==> src/rtl/sort_pkg.sv <==
// Shared types and default geometry for the max_sort family.
package sort_pkg;

    localparam int unsigned M = 8;
    localparam int unsigned N = 16;

    typedef enum logic [1:0] {
        S_IDLE,
        S_SCAN,
        S_OUT
    } ms_state_t;

endpackage

==> src/rtl/prio_first.sv <==
// Lowest-set-bit selector: one-hot grant plus binary index of the first request.
module prio_first #(
    parameter int unsigned M  = 8,
    parameter int unsigned IW = 3
) (
    input  logic [M-1:0]  req,
    output logic [M-1:0]  onehot_c,
    output logic [IW-1:0] idx_c
);

    // Scan from the top so the lowest requesting index is the last one written.
    always_comb begin
        onehot_c = '0;
        idx_c    = '0;
        for (int k = M - 1; k >= 0; k--) begin
            if (req[k]) begin
                onehot_c    = '0;
                onehot_c[k] = 1'b1;
                idx_c       = IW'(k);
            end
        end
    end

endmodule

==> src/rtl/max_sort_engine.sv <==
// Sequential bit-serial sorter: emits the masked words of a frame largest first
// (smallest first when MAX_SORT_MODE_EN is defined and i_ascend is set).
// Optional feature macro: MAX_SORT_MODE_EN.
module max_sort_engine #(
    parameter  int unsigned M  = sort_pkg::M,
    parameter  int unsigned N  = sort_pkg::N,
    localparam int unsigned IW = $clog2(M)
) (
    input  logic                i_clk,
    input  logic                i_rst_n,
    input  logic                i_valid,
    output logic                o_ready,
    input  logic [M-1:0][N-1:0] i_chi,
    input  logic [M-1:0]        i_h,
    output logic                o_valid,
    input  logic                i_ready,
    output logic [N-1:0]        o_y,
    output logic [IW-1:0]       o_idx,
    output logic                o_last,
    output logic                o_done
`ifdef MAX_SORT_MODE_EN
    ,
    input  logic                i_ascend
`endif
);

    import sort_pkg::*;

    localparam int unsigned QW = (N > 1) ? $clog2(N) : 1;

    ms_state_t            state, state_nxt;
    logic [M-1:0][N-1:0]  words, words_nxt;
    logic [M-1:0]         remain, remain_nxt;
    logic [M-1:0]         cand, cand_nxt;
    logic [QW-1:0]        q, q_nxt;
    logic                 valid_nxt, last_nxt, done_nxt;
    logic [N-1:0]         y_nxt;
    logic [IW-1:0]        idx_nxt;

    logic [M-1:0]         col_c;
    logic [M-1:0]         elim_c;
    logic [M-1:0]         cand_scan_c;
    logic [M-1:0]         win_oh_c;
    logic [IW-1:0]        win_idx_c;
    logic [N-1:0]         win_y_c;
    logic [M-1:0]         remain_clr_c;
    logic                 single_c;

`ifdef MAX_SORT_MODE_EN
    logic                 ascend, ascend_nxt;
`endif

    // Readiness depends on state only.
    assign o_ready = (state == S_IDLE);

    // Bit column q across all stored words.
    always_comb begin
        col_c = '0;
        for (int k = 0; k < M; k++) begin
            col_c[k] = words[k][q];
        end
    end

    // One elimination step; keep the candidate set if nobody survives.
`ifdef MAX_SORT_MODE_EN
    assign elim_c = ascend ? (cand & ~col_c) : (cand & col_c);
`else
    assign elim_c = cand & col_c;
`endif
    assign cand_scan_c  = (|elim_c) ? elim_c : cand;
    assign remain_clr_c = remain & ~(M'(1) << o_idx);
    assign single_c     = ((remain & (remain - M'(1))) == '0);

    prio_first #(
        .M  (M),
        .IW (IW)
    ) u_prio_first (
        .req      (cand_scan_c),
        .onehot_c (win_oh_c),
        .idx_c    (win_idx_c)
    );

    // Winner word select from the one-hot grant.
    always_comb begin
        win_y_c = '0;
        for (int k = 0; k < M; k++) begin
            if (win_oh_c[k]) begin
                win_y_c = win_y_c | words[k];
            end
        end
    end

    // Next-state and next-output logic.
    always_comb begin
        state_nxt  = state;
        words_nxt  = words;
        remain_nxt = remain;
        cand_nxt   = cand;
        q_nxt      = q;
        valid_nxt  = o_valid;
        y_nxt      = o_y;
        idx_nxt    = o_idx;
        last_nxt   = o_last;
        done_nxt   = 1'b0;
`ifdef MAX_SORT_MODE_EN
        ascend_nxt = ascend;
`endif
        unique case (state)
            S_IDLE: begin
                if (i_valid) begin
                    words_nxt  = i_chi;
                    remain_nxt = i_h;
`ifdef MAX_SORT_MODE_EN
                    ascend_nxt = i_ascend;
`endif
                    if (i_h == '0) begin
                        done_nxt = 1'b1;
                    end else begin
                        cand_nxt  = i_h;
                        q_nxt     = QW'(N - 1);
                        state_nxt = S_SCAN;
                    end
                end
            end
            S_SCAN: begin
                cand_nxt = cand_scan_c;
                q_nxt    = q - QW'(1);
                if (q == '0) begin
                    state_nxt = S_OUT;
                    valid_nxt = 1'b1;
                    y_nxt     = win_y_c;
                    idx_nxt   = win_idx_c;
                    last_nxt  = single_c;
                end
            end
            S_OUT: begin
                if (i_ready) begin
                    valid_nxt  = 1'b0;
                    y_nxt      = '0;
                    idx_nxt    = '0;
                    last_nxt   = 1'b0;
                    remain_nxt = remain_clr_c;
                    if (o_last) begin
                        done_nxt  = 1'b1;
                        state_nxt = S_IDLE;
                    end else begin
                        cand_nxt  = remain_clr_c;
                        q_nxt     = QW'(N - 1);
                        state_nxt = S_SCAN;
                    end
                end
            end
            default: begin
                state_nxt = S_IDLE;
            end
        endcase
    end

    // State, datapath and output registers.
    always_ff @(posedge i_clk or negedge i_rst_n) begin
        if (!i_rst_n) begin
            state   <= S_IDLE;
            words   <= '0;
            remain  <= '0;
            cand    <= '0;
            q       <= '0;
            o_valid <= 1'b0;
            o_y     <= '0;
            o_idx   <= '0;
            o_last  <= 1'b0;
            o_done  <= 1'b0;
`ifdef MAX_SORT_MODE_EN
            ascend  <= 1'b0;
`endif
        end else begin
            state   <= state_nxt;
            words   <= words_nxt;
            remain  <= remain_nxt;
            cand    <= cand_nxt;
            q       <= q_nxt;
            o_valid <= valid_nxt;
            o_y     <= y_nxt;
            o_idx   <= idx_nxt;
            o_last  <= last_nxt;
            o_done  <= done_nxt;
`ifdef MAX_SORT_MODE_EN
            ascend  <= ascend_nxt;
`endif
        end
    end

endmodule
==> config.mk <==
export PLATFORM = sky130hd
export DESIGN_NAME = max_sort_engine
export DESIGN_NICKNAME = d
export VERILOG_FILES = /design/src/rtl/sort_pkg.sv /design/src/rtl/prio_first.sv /design/src/rtl/max_sort_engine.sv
export SDC_FILE = /design/constraint.sdc
export NUM_CORES = 1
export LEC_CHECK = 0
export ABC_AREA = 0
export ABC_CLOCK_PERIOD_IN_PS = 4600
export CORE_MARGIN = 1
export CORE_UTILIZATION = 54
export CTS_CLUSTER_DIAMETER = 40
export CTS_CLUSTER_SIZE = 20
export DETAILED_ROUTE_END_ITERATION = 12
export HOLD_SLACK_MARGIN = 0.05
export PLACE_DENSITY_LB_ADDON = 0.3
export SYNTH_ARGS = -nofsm -noshare
export SYNTH_HDL_FRONTEND = slang
export SYNTH_SLANG_ARGS = --single-unit
==> constraint.sdc <==
create_clock -name i_clk -period 4.6 [get_ports i_clk]
set_clock_uncertainty 0.1 [all_clocks]
set_input_delay 0.69 -clock i_clk [delete_from_list [all_inputs] [get_ports i_clk]]
set_output_delay 0.69 -clock i_clk [all_outputs]
set_load 0.05 [all_outputs]
==> flow_results.xml, run 1 <==
<?xml version="1.0" encoding="UTF-8"?>
<metrics>
  <group name="run_status">
    <metric name="run_status" unit="">finished clean</metric>
  </group>
  <group name="synthesis">
    <metric name="synthesis.nets" unit="">959</metric>
    <metric name="count_of_flip_flops_with_a_built_in_enable_after_synthesis" unit="">0</metric>
    <metric name="async_flop_share" unit="%">100</metric>
    <metric name="yosysSeqAreaShare" unit="%">46.0</metric>
    <metric name="yosys_register_bits" unit="">172</metric>
    <metric name="predominant_post_synthesis_flop_cell" unit="">sky130_fd_sc_hd__dfrtp_1</metric>
    <metric name="synth_warnings" unit="">0</metric>
    <metric name="synth_cell_types" unit="">66</metric>
    <metric name="syn_inst" unit="">814</metric>
    <metric name="synthesis.area" unit="um^2">9360</metric>
    <metric name="synthesis.area_per_instance" unit="um^2">11.5</metric>
  </group>
  <group name="critical_path">
    <metric name="cells_traversed_along_the_worst_timing_path" unit="">mux4_2, mux2i_1, o32ai_1, nor3_2, and3_1, a21oi_4, nor2_4, nor3_4, a221oi_1, a41oi_1</metric>
    <metric name="critical_path_cell_count" unit="">10</metric>
    <metric name="crit_path_start_kind" unit="">flop</metric>
    <metric name="path_buf_inv" unit="">0</metric>
    <metric name="worst-r2r-cell-count" unit="">10</metric>
    <metric name="regToRegStartpoint" unit="">q[3]</metric>
    <metric name="ff2ff_setup_slack" unit="ns">0.41</metric>
    <metric name="worstPathMaxFanout" unit="">20</metric>
    <metric name="critPathKind" unit="">reg2reg</metric>
    <metric name="r2r_end" unit="">o_y[6]</metric>
    <metric name="critPathTopFamily" unit="">simple AND/OR/NAND/NOR gates</metric>
    <metric name="critPathRequiredTime" unit="ns">4.78</metric>
    <metric name="cpMaxStageDelayCell" unit="">sky130_fd_sc_hd__dfrtp_1</metric>
    <metric name="cpPeakStageDelay" unit="ns">0.91</metric>
    <metric name="timing.critical_path.arrival" unit="ns">4.38</metric>
    <metric name="setup.worst_path.end_class" unit="">flop</metric>
  </group>
  <group name="finish">
    <metric name="final_cell_area" unit="um^2">11700</metric>
    <metric name="most_frequent_cells_in_the_layout" unit="">sky130_fd_sc_hd__dfrtp_1, sky130_fd_sc_hd__clkdlybuf4s50_1, sky130_fd_sc_hd__mux2_2</metric>
    <metric name="post_route_cells_drive_above_1_share" unit="%">22.9</metric>
    <metric name="num-nets-final" unit="">1098</metric>
    <metric name="area_growth_syn_to_layout" unit="%">24.7</metric>
    <metric name="final_common_cell" unit="">sky130_fd_sc_hd__dfrtp_1</metric>
    <metric name="antenna_cells" unit="">0</metric>
  </group>
  <group name="die">
    <metric name="die_w" unit="um">134</metric>
    <metric name="core_area" unit="um^2">16800</metric>
    <metric name="floorplan.initialDensity" unit="%">55.8</metric>
    <metric name="floorplan.io_pins" unit="">163</metric>
    <metric name="placementRows" unit="">47</metric>
    <metric name="die_h" unit="um">134</metric>
    <metric name="floorplan.die_area" unit="um^2">17900</metric>
  </group>
  <group name="clock_network">
    <metric name="cts-root-buf" unit="">sky130_fd_sc_hd__clkbuf_16</metric>
    <metric name="tritoncts" unit="">done</metric>
    <metric name="clkTransAtPathRegs" unit="ns">0.07</metric>
    <metric name="post-cts-setup-buffer-count" unit="">0</metric>
    <metric name="clock_latency" unit="ns">0.43</metric>
    <metric name="number_of_buffers_added_by_the_clock_tree_synthesis_step" unit="">17</metric>
    <metric name="h-tree-depth" unit="">4</metric>
    <metric name="clock_tree.buffer_depth" unit="">2</metric>
    <metric name="cts_resized" unit="">0</metric>
    <metric name="clock-sinks" unit="">172</metric>
    <metric name="cts-hold-fix-buffers" unit="">0</metric>
  </group>
  <group name="routing">
    <metric name="viasPerCell" unit="">6.25</metric>
    <metric name="wl_per_cell" unit="um">22.4</metric>
    <metric name="num_vias" unit="">7413</metric>
    <metric name="detail_route.wirelength" unit="um">26500</metric>
    <metric name="route.detailed.drc" unit="">0</metric>
    <metric name="drt_iter0_markers" unit="">643</metric>
    <metric name="dr_pass1_iterations" unit="">6</metric>
    <metric name="antenna_left" unit="">0</metric>
  </group>
  <group name="placed_design">
    <metric name="placed_area" unit="um^2">11100</metric>
    <metric name="io_buffers" unit="">162</metric>
    <metric name="gp_congestion" unit="">0.945</metric>
    <metric name="place.detailed.hpwl" unit="um">19700</metric>
  </group>
  <group name="sta">
    <metric name="final_worst_path_cycle_share" unit="%">91.2</metric>
    <metric name="slew-limit-headroom" unit="%">42.0</metric>
    <metric name="fin_setup_tns" unit="ns">0</metric>
    <metric name="report.final.hold_viol_count" unit="">0</metric>
    <metric name="grt_setup_unrepaired" unit="">no</metric>
    <metric name="finalCriticalPeriod" unit="ns">4.19</metric>
    <metric name="max_clock_freq" unit="GHz">0.238</metric>
    <metric name="timing.final.setup_violations" unit="">0</metric>
    <metric name="max_slew.worst_pin.slew" unit="ns">0.871</metric>
    <metric name="final_slew_viol_count" unit="">0</metric>
  </group>
  <group name="grt">
    <metric name="grt_first_pass_wirelength" unit="um">41800</metric>
    <metric name="globalRouteTotalUtil" unit="%">31.2</metric>
    <metric name="number_of_antenna_violations_at_the_first_check_in_global_routing" unit="">0</metric>
    <metric name="number_of_global_route_vias_before_repair" unit="">7401</metric>
    <metric name="maximum_number_of_pins_on_one_net_before_global_route_repair" unit="">98</metric>
    <metric name="globalRoute.totalOverflow" unit="">0</metric>
  </group>
  <group name="power">
    <metric name="power_density" unit="nW/um^2">867</metric>
    <metric name="p_leak" unit="nW">4.92</metric>
    <metric name="peak_supply_drop" unit="mV">0.904</metric>
  </group>
  <group name="worst_hold_path">
    <metric name="hold_class" unit="">in2async</metric>
  </group>
  <group name="job">
    <metric name="cap_violations" unit="">0</metric>
  </group>
</metrics>
==> routing by layer <==
layer	global-route usage, %	part of all wire [%]	routed length [um]	vias up
met5	0	0	0	-
met4	12.2	3.3	882	0
met3	6.16	6.0	1590	63
met2	49.9	48	12700	328
met1	41.8	43	11400	3698
li1	-	-	-	3324
==> flip-flops by register name, summed over array words and instances, names as in the netlist <==
name / count
words: 128
remain: 8
o_valid: 1
o_idx: 3
q: 4
o_last: 1
state: 2
cand: 8
o_y: 16
o_done: 1
==> power by group <==
part           leakage (nW)  internal [mW]  switching [mW]
registers              2.04           2.29           0.846
logic                  2.62           2.43            3.17
clock network         0.263          0.712           0.672
total                  4.92           5.43            4.68
==> worst register-to-register path, delay by kind of cell, from the launching register on <==
kind	cells	cell delay, ns
compound gates	4	1.00
flops	1	0.91
mux	2	0.70
simple gates	4	1.34
==> metrics by stage <==
step	utilization, %	setup slack (ns)	power [mW]	hold WS [ns]	std cells
final	69.6	0.407	10.1	0.253	1186
after global routing	69.6	0.232	10.7	0.333	1186
after CTS	69.6	0.500	10.0	0.289	1186
after detailed placement	66.3	0.485	8.64	0.369	1154
after global placement	66.3	0.597	8.53	0.365	1154
after floorplan	-	1.46	7.05	0.294	814
==> cell families after synthesis <==
family,Yosys count,synth area share [%]
adders and majority gates,6,0.776
and+or+nand+nor,171,8.42
muxes,205,25.7
AOI/OAI and AO/OA,189,15.3
buffers and inverters,71,3.80
DFF,172,46.0
==> Yosys cell counts (all sizes together), types with 6 or more instances <==
master / number / area [um^2]
a21o: 6 / 45.0
a21oi: 36 / 206
a221o: 6 / 60.1
a221oi: 17 / 155
a22oi: 20 / 150
a31oi: 6 / 37.5
a41oi: 15 / 146
buf: 27 / 190
clkbuf: 30 / 113
dfrtp: 172 / 4300
inv: 14 / 52.6
mux2: 134 / 1510
mux2i: 56 / 561
mux4: 15 / 338
nand2: 88 / 330
nand2b: 6 / 37.5
nand3: 12 / 60.1
nor2: 39 / 154
o21ai: 31 / 159
o22a: 17 / 158
==> worst max path at each step <==
stage / start / endpoint / slack, ns
final: q[3] / o_y[6] / 0.41
after CTS: q[3] / o_y[5] / 0.50
after floorplan: q[2] / o_y[1] / 1.46
after detailed placement: q[3] / o_y[4] / 0.48
after global routing: q[3] / o_y[4] / 0.23
after global placement: q[3] / o_y[2] / 0.60
==> cell type report <==
class                      count  area [um^2]
clock buffer                  18          429
inverter                      14         52.6
timing repair buffer         177         1760
clock inverter                14          134
tap                          220          275
fill                        1278         5090
sequential                   172         4310
multi-input combinational    571         4710
Power figures use the tool's default switching activity.
==> run 2: changes to the inputs <==
CAP_MARGIN = 25   (was unset)
==> results of run 2 <==
The final DEF is identical to that of run 1; final timing and power are the same.
==> run 3: changes to the inputs <==
SKIP_CTS_REPAIR_TIMING = 1   (was unset)
==> results of run 3 <==
The final DEF is identical to that of run 1; final timing and power are the same.
